<file path="config.mk">
export PLATFORM = sky130hd
export DESIGN_NAME = gpin_filter
export DESIGN_NICKNAME = d
export VERILOG_FILES = /design/src/rtl/gpin_filter.sv
export SDC_FILE = /design/constraint.sdc
export NUM_CORES = 1
export LEC_CHECK = 0
export BUFFER_PORTS_ARGS = -buffer_cell sky130_fd_sc_hd__clkbuf_2
export CORE_MARGIN = 4
export CORE_UTILIZATION = 35
export CTS_BUF_LIST = sky130_fd_sc_hd__clkbuf_4 sky130_fd_sc_hd__clkbuf_8
export CTS_CLUSTER_DIAMETER = 40
export DETAILED_ROUTE_END_ITERATION = 8
export SLEW_MARGIN = 20
export SYNTH_ARGS = -nofsm -noshare
export SYNTH_HDL_FRONTEND = slang
export SYNTH_SLANG_ARGS = --single-unit
export TNS_END_PERCENT = 50
</file>
<file path="constraint.sdc">
create_clock -name iCLK -period 2.2 [get_ports iCLK]
set_input_delay 0.22 -clock iCLK [delete_from_list [all_inputs] [get_ports iCLK]]
set_output_delay 0.22 -clock iCLK [all_outputs]
set_load 0.005 [all_outputs]
</file>
<file path="src/rtl/gpin_filter.sv">
// Pin input conditioner: synchroniser, shared prescaled sample tick and per-bit debounce.
// Optional macro GPIN_FILTER_EDGE_EN adds the per-bit oRISE/oFALL edge pulse outputs.
module gpin_filter #(
    parameter int WIDTH       = 32,
    parameter int SYNC_STAGES = 2,
    parameter int PRESCALE    = 1000,
    parameter int STABLE      = 4
) (
    input  logic             iCLK,
    input  logic             iRSTN,
    input  logic [WIDTH-1:0] iPIN,
    input  logic             iEN,
    output logic [WIDTH-1:0] oGPIN,
    output logic             oCHG
`ifdef GPIN_FILTER_EDGE_EN
    ,
    output logic [WIDTH-1:0] oRISE,
    output logic [WIDTH-1:0] oFALL
`endif
);

    localparam int PW = (PRESCALE > 1) ? $clog2(PRESCALE) : 1;
    localparam int CW = $clog2(STABLE + 1);
    localparam logic [PW-1:0] PRE_LAST = PW'(PRESCALE - 1);
    localparam logic [CW-1:0] CNT_LAST = CW'(STABLE - 1);

    logic [SYNC_STAGES-1:0][WIDTH-1:0] sync_q;
    logic [WIDTH-1:0]                  sync;
    logic [PW-1:0]                     pre_cnt;
    logic                              tick;
    logic [WIDTH-1:0][CW-1:0]          cnt;
    logic [WIDTH-1:0][CW-1:0]          cnt_nxt;
    logic [WIDTH-1:0]                  gpin_nxt;

    // Synchroniser: the only logic that samples the raw pins
    always_ff @(posedge iCLK or negedge iRSTN) begin
        if (!iRSTN) begin
            sync_q <= '0;
        end else begin
            sync_q <= {sync_q[SYNC_STAGES-2:0], iPIN};
        end
    end

    assign sync = sync_q[SYNC_STAGES-1];

    // Prescaler restarts from 0 whenever debouncing is re-enabled
    always_ff @(posedge iCLK or negedge iRSTN) begin
        if (!iRSTN) begin
            pre_cnt <= '0;
        end else if (!iEN || pre_cnt == PRE_LAST) begin
            pre_cnt <= '0;
        end else begin
            pre_cnt <= pre_cnt + 1'b1;
        end
    end

    assign tick = iEN && (pre_cnt == PRE_LAST);

    always_comb begin
        gpin_nxt = oGPIN;
        cnt_nxt  = cnt;
        if (!iEN) begin
            gpin_nxt = sync;
            cnt_nxt  = '0;
        end else if (tick) begin
            for (int i = 0; i < WIDTH; i++) begin
                // A sample matching the current output restarts the run
                if (sync[i] == oGPIN[i]) begin
                    cnt_nxt[i] = '0;
                end else if (cnt[i] == CNT_LAST) begin
                    gpin_nxt[i] = sync[i];
                    cnt_nxt[i]  = '0;
                end else begin
                    cnt_nxt[i] = cnt[i] + 1'b1;
                end
            end
        end
    end

    // Output stage: pulses are derived from the next value so they align with the oGPIN update
    always_ff @(posedge iCLK or negedge iRSTN) begin
        if (!iRSTN) begin
            cnt   <= '0;
            oGPIN <= '0;
            oCHG  <= 1'b0;
        end else begin
            cnt   <= cnt_nxt;
            oGPIN <= gpin_nxt;
            oCHG  <= |(gpin_nxt ^ oGPIN);
        end
    end

`ifdef GPIN_FILTER_EDGE_EN
    always_ff @(posedge iCLK or negedge iRSTN) begin
        if (!iRSTN) begin
            oRISE <= '0;
            oFALL <= '0;
        end else begin
            oRISE <= gpin_nxt & ~oGPIN;
            oFALL <= ~gpin_nxt & oGPIN;
        end
    end
`endif

endmodule

</file>
* After elaboration in Yosys (flattened, before gate mapping)
Index checks and enable logic that the tools add are counted.
W data, S select, Z words.
** Storage, ports and cells
- Input bits :: 35
- Register bits :: 203
- Output and inout port bits :: 33
- Word-level logic and storage cells :: 274
** Cells by class
- Reductions and logical operators :: 4
- Mux-type cells :: 133
- Bitwise operators :: 1
- Add/subtract/negate cells :: 33
- Equal/unequal tests :: 66
** Operator list (number)
- $mux W3 :: 64
- $mux W96 :: 2
- $add A3 B1 Y3 const B :: 32
- $eq A3 B2 Y1 const B :: 32
- $mux W1 :: 64
- $mux W32 :: 2
- $eq A1 B1 Y1 :: 32
- $reduce_or A32 Y1 :: 1
- $xor A32 B32 Y32 :: 1
- $add A10 B1 Y10 const B :: 1
- $eq A10 B10 Y1 const B :: 1
- $mux W10 :: 1
- $ne A2 B1 Y1 const B :: 1
- $logic_and A1 B1 Y1 :: 1
- $logic_not A1 Y1 :: 1
- $logic_or A1 B1 Y1 :: 1

* Longest topological paths before layout
- Depth in word-level cells :: 7
- Mapped depth :: 9
- Gate-level depth less buffers :: 7

* Worst setup path after synthesis
No wires, ideal clock.
- Kind :: reg-to-reg
- From :: register pre_cnt[0]
- To :: register oGPIN[23]
- Period minus slack after synthesis :: 1.899 ns
- Cell stages (with the launch flop) :: 8
- Arrival :: 1.775 ns
- Data required time :: 2.075 ns
- Slack :: 0.301 ns
- Library setup time :: 0.125 ns
- Path buffers :: 2
- Path through :: dfrtp_1 -> ha_1 -> nand4bb_1 -> or3_1 -> buf_6 -> buf_4 -> o21ai_0 -> mux2_2
** Between the ends
- Word-level cells in the longest chain between the ends :: 4
** RTL lines
- start, declared :: RTL line 29 : logic [PW-1:0] pre_cnt;
- start signal, assigned :: RTL line 53 : pre_cnt <= pre_cnt + 1'b1;
- $eq A10 B10 Y1 :: RTL line 57 : assign tick = iEN && (pre_cnt == PRE_LAST);
- $logic_and A1 B1 Y1 :: RTL line 57
- $mux W32 :: RTL line 65 : end else if (tick) begin
- $mux W32 :: RTL line 62 : if (!iEN) begin
- net gpin_nxt[23] :: RTL line 33 : logic [WIDTH-1:0] gpin_nxt;
- end signal, assigned :: RTL line 88 : oGPIN <= gpin_nxt;
- end, declared :: RTL line 13 : output logic [WIDTH-1:0] oGPIN,
The timed path passes the listed nets, and every way through them passes these cells.
A chain may end at the register's enable or synchronous reset.

* Final worst setup path
- From :: register pre_cnt[0]
- To :: register oGPIN[28]
The elaborated chain is that of the path after synthesis.

==> flow_metrics.py <==
metrics = {
    "routing": {
        "drt_iter0_markers": 366,
        "routed_wl_mm": 20.1,
        "routed.top_layer": "met4",
        "wire_per_inst_um": 15.6,
        "vias": 6327,
        "met1Wirelength_mm": 9.34,
        "ant_nets": 0,
        "drc_errors": 0,
        "routed-wl-met3_mm": 1.02,
        "dr_wl_met2_mm": 9.32,
        "drt_pass1_iterations": 4,
        "via_per_inst": 4.90,
    },
    "timing": {
        "fin_worst_skew_ns": 0.0162,
        "timing.hold.ws_ns": 0.175,
        "tightestPinTransition_ns": 0.628,
        "rsz0062_at_grt": "false",
        "max_freq_mhz": 487,
        "setup_tns_ns": 0,
        "fin_crit_sh_pct": 93.3,
        "worst_slew_margin_rel_pct": 58.0,
        "finalSetupViolations": 0,
        "period_needed_ns": 2.05,
        "slew_viol_final": 0,
        "hold_viol": 0,
    },
    "clock_tree": {
        "clkSinkCount": 203,
        "insertion_delay_ns": 0.53,
        "cts_buffer_depth": 3,
        "clk_pin_slew_ns": 0.06,
        "post-cts-setup-buffers": 0,
        "cts_tree": "built",
        "h-tree-depth": 2,
        "cts_buffers": 40,
        "root_buffer": "clkbuf_8",
    },
    "placement": {
        "dp_hpwl_mm": 13.2,
        "routabilityCongestion": 0.806,
        "dp_cells": 1188,
        "port_buffers": 67,
    },
    "pwr": {
        "p_sw_uw": 2130,
        "combPwrFrac_pct": 8.6,
        "ir_drop_mv": 0.473,
        "intPower_uw": 6520,
        "p_clk_share_pct": 45.6,
        "p_leak_uw": 0.00504,
        "power_density_nw_per_um2": 775,
        "seq_power_share_pct": 45.8,
        "swShare_pct": 24.6,
    },
    "synthesis": {
        "syn_area_um2": 9040,
        "async_flop_share_pct": 100,
        "ys_types": 46,
        "syn-instance-count": 787,
        "synth_edf_count": 0,
        "synth_top_area_cell": "dfrtp_1",
        "synthesis.nets": 855,
        "synth-seq-cells": 203,
        "ys_seq_area_share_pct": 56.2,
        "synth.area.top_cells": "dfrtp_1 56%, ha_1 4.6%, mux2_2 3.5%",
        "syn_avg_cell_area_um2": 11.5,
        "synth_top_cell_area_share_pct": 56.2,
        "yosysWarnings": 0,
        "synth-main-ff-cell": "dfrtp_1",
    },
    "floorplanning": {
        "coreArea_um2": 25300,
        "fp.dieH_um": 169,
        "die_w_um": 169,
        "ioPinCount": 68,
        "rows": 58,
        "start_util_pct": 35.7,
        "fp.dieArea_um2": 28500,
    },
    "grt": {
        "grt_pass1_vias": 6486,
        "grt_usage_pct": 14.5,
        "antenna_found_initial": 0,
        "grt_overflow": 0,
        "grt_max_degree": 81,
        "grt_pass1_wl_mm": 33.7,
    },
    "final_layout": {
        "layout_commonest_cell": "dfrtp_1",
        "final_cell_mix": "203 x dfrtp_1, 72 x nand2_1, 65 x clkbuf_2",
        "fin_nets": 1001,
        "n_antenna_cell": 0,
        "final_cells": 1292,
        "syn2layout_area_growth_pct": 23.4,
        "drive_gt1_share_pct": 23.9,
    },
    "setup_path": {
        "worst-path-stages": 6,
        "crit_slowest_cell": "or3_4",
        "cpPeakStageDelay_ns": 0.40,
        "start_kind": "flop",
        "arrival_ns": 2.47,
        "path_cells": "ha_2, nand4bb_1, or3_4, buf_12, o21ai_0, mux2_1",
        "ff2ff_setup_slack_ns": 0.15,
        "critPathRequiredTime_ns": 2.61,
        "crit_type": "reg2reg",
        "cp_num_buf_inv": 1,
        "worstRegToRegCells": 6,
        "crit_path_max_fanout": 17,
        "cp_top_family": "simple AND/OR/NAND/NOR gates",
        "crit_path_end_kind": "flop",
    },
    "worst_hold_path": {
        "hold_path_class": "in2reg",
        "min_delay_path_depth": 4,
    },
    "flow_run": {
        "maxCapViolations": 0,
    },
    "outcome": {
        "status": "completed",
    },
}
-- final cells by class --
type / instances / area, um^2
Inverter: 8 / 30.0
Fill cell: 2429 / 14200
Multi-Input combinational cell: 540 / 3700
Sequential cell: 203 / 5080
Clock inverter: 11 / 90.1
Timing Repair Buffer: 140 / 1090
Clock buffer: 60 / 757
Tap cell: 330 / 413
-- path summary, 6_finish.rpt --
check                                startpoint                   to
setup / recovery           pre_cnt[0]$_DFF_PN0_  oGPIN[28]$_DFF_PN0_
hold / removal                              iEN  cnt[89]$_DFFE_PN0P_
setup reg to reg           pre_cnt[0]$_DFF_PN0_  oGPIN[28]$_DFF_PN0_
hold reg to reg            sync_q[30]$_DFF_PN0_   sync[30]$_DFF_PN0_
max in group asynchronous                 iRSTN  cnt[35]$_DFFE_PN0P_
min in group asynchronous                 iRSTN   cnt[7]$_DFFE_PN0P_
-- cell usage after synthesis (2+ instances only) --
library cell / count
a21boi_0: 25
a21boi_1: 6
a21oi_1: 49
a31oi_1: 3
and3_1: 20
buf_2: 5
buf_4: 2
buf_6: 8
buf_8: 3
clkbuf_1: 17
dfrtp_1: 203
ha_1: 33
inv_1: 8
mux2_1: 3
mux2_2: 28
nand2_1: 72
nand2b_1: 48
nand3_1: 8
nand3b_1: 4
nand4_1: 22
nand4b_1: 7
nor2_1: 12
nor2b_1: 40
nor3_1: 5
nor3_2: 18
nor4_1: 8
nor4b_1: 10
o2111ai_1: 2
o21ai_0: 46
o21ai_1: 9
o22ai_1: 5
or3_1: 3
xnor2_1: 16
xor2_1: 27
-- logic make-up after synthesis --
group | after synthesis | share of synthesized area (%)
AO/OA/AOI/OAI | 149 | 9.45
flip-flops | 203 | 56.2
XOR/XNOR | 43 | 4.17
AND/OR/NAND/NOR | 284 | 18.7
adder cells (fa/ha/maj) | 33 | 4.57
multiplexers | 31 | 3.86
buffers and inverters | 44 | 3.02
-- flip-flops by register name, summed over array words and instances, names as in the netlist --
signal and cells:
cnt 96, oCHG 1, oGPIN 32, pre_cnt 10, sync 32, sync_q 32
-- repair_timing --
item	4_1_cts	5_1_grt
endpoints found under the setup margin	0	14
hold endpoints to repair	82	0
gates resized for setup	0	2
hold buffers	33	0
-- per-layer routing --
metal | track usage [%] | vias up
met2 | 23.0 | 122
li1 | - | 3067
met4 | 5.01 | 0
met1 | 19.7 | 3096
met3 | 3.18 | 42
met5 | 0 | -
-- worst register-to-register path, cell delays in order, from the launching register on --
cell	delay [ns]
dfrtp_1	0.39
ha_2	0.24
nand4bb_1	0.10
or3_4	0.40
buf_12	0.18
o21ai_0	0.27
mux2_1	0.35
-- power groups by stage --
| stage | clock, uW | sequential, uW | combinational, uW |
|---|---|---|---|
| after floorplan | 0 | 4010 | 328 |
| after global placement | 0 | 4020 | 714 |
| after detailed placement | 0 | 4030 | 714 |
| after CTS | 4080 | 3960 | 765 |
| after global routing | 4300 | 3970 | 831 |
| final | 3950 | 3960 | 743 |
-- per-stage QoR --
stage               power (uW)  setup slack, ns  utilization [%]  instance area (um^2)
floorplan                 4340            0.301                -                  9040
global placement          4730            0.155             39.4                  9970
detailed placement        4740            0.116             39.4                  9970
CTS                       8800            0.101             44.0                 11100
global route              9100          0.00306             44.1                 11200
finish                    8650            0.147             44.1                 11200
No activity file was read; power rests on OpenSTA's default activity.
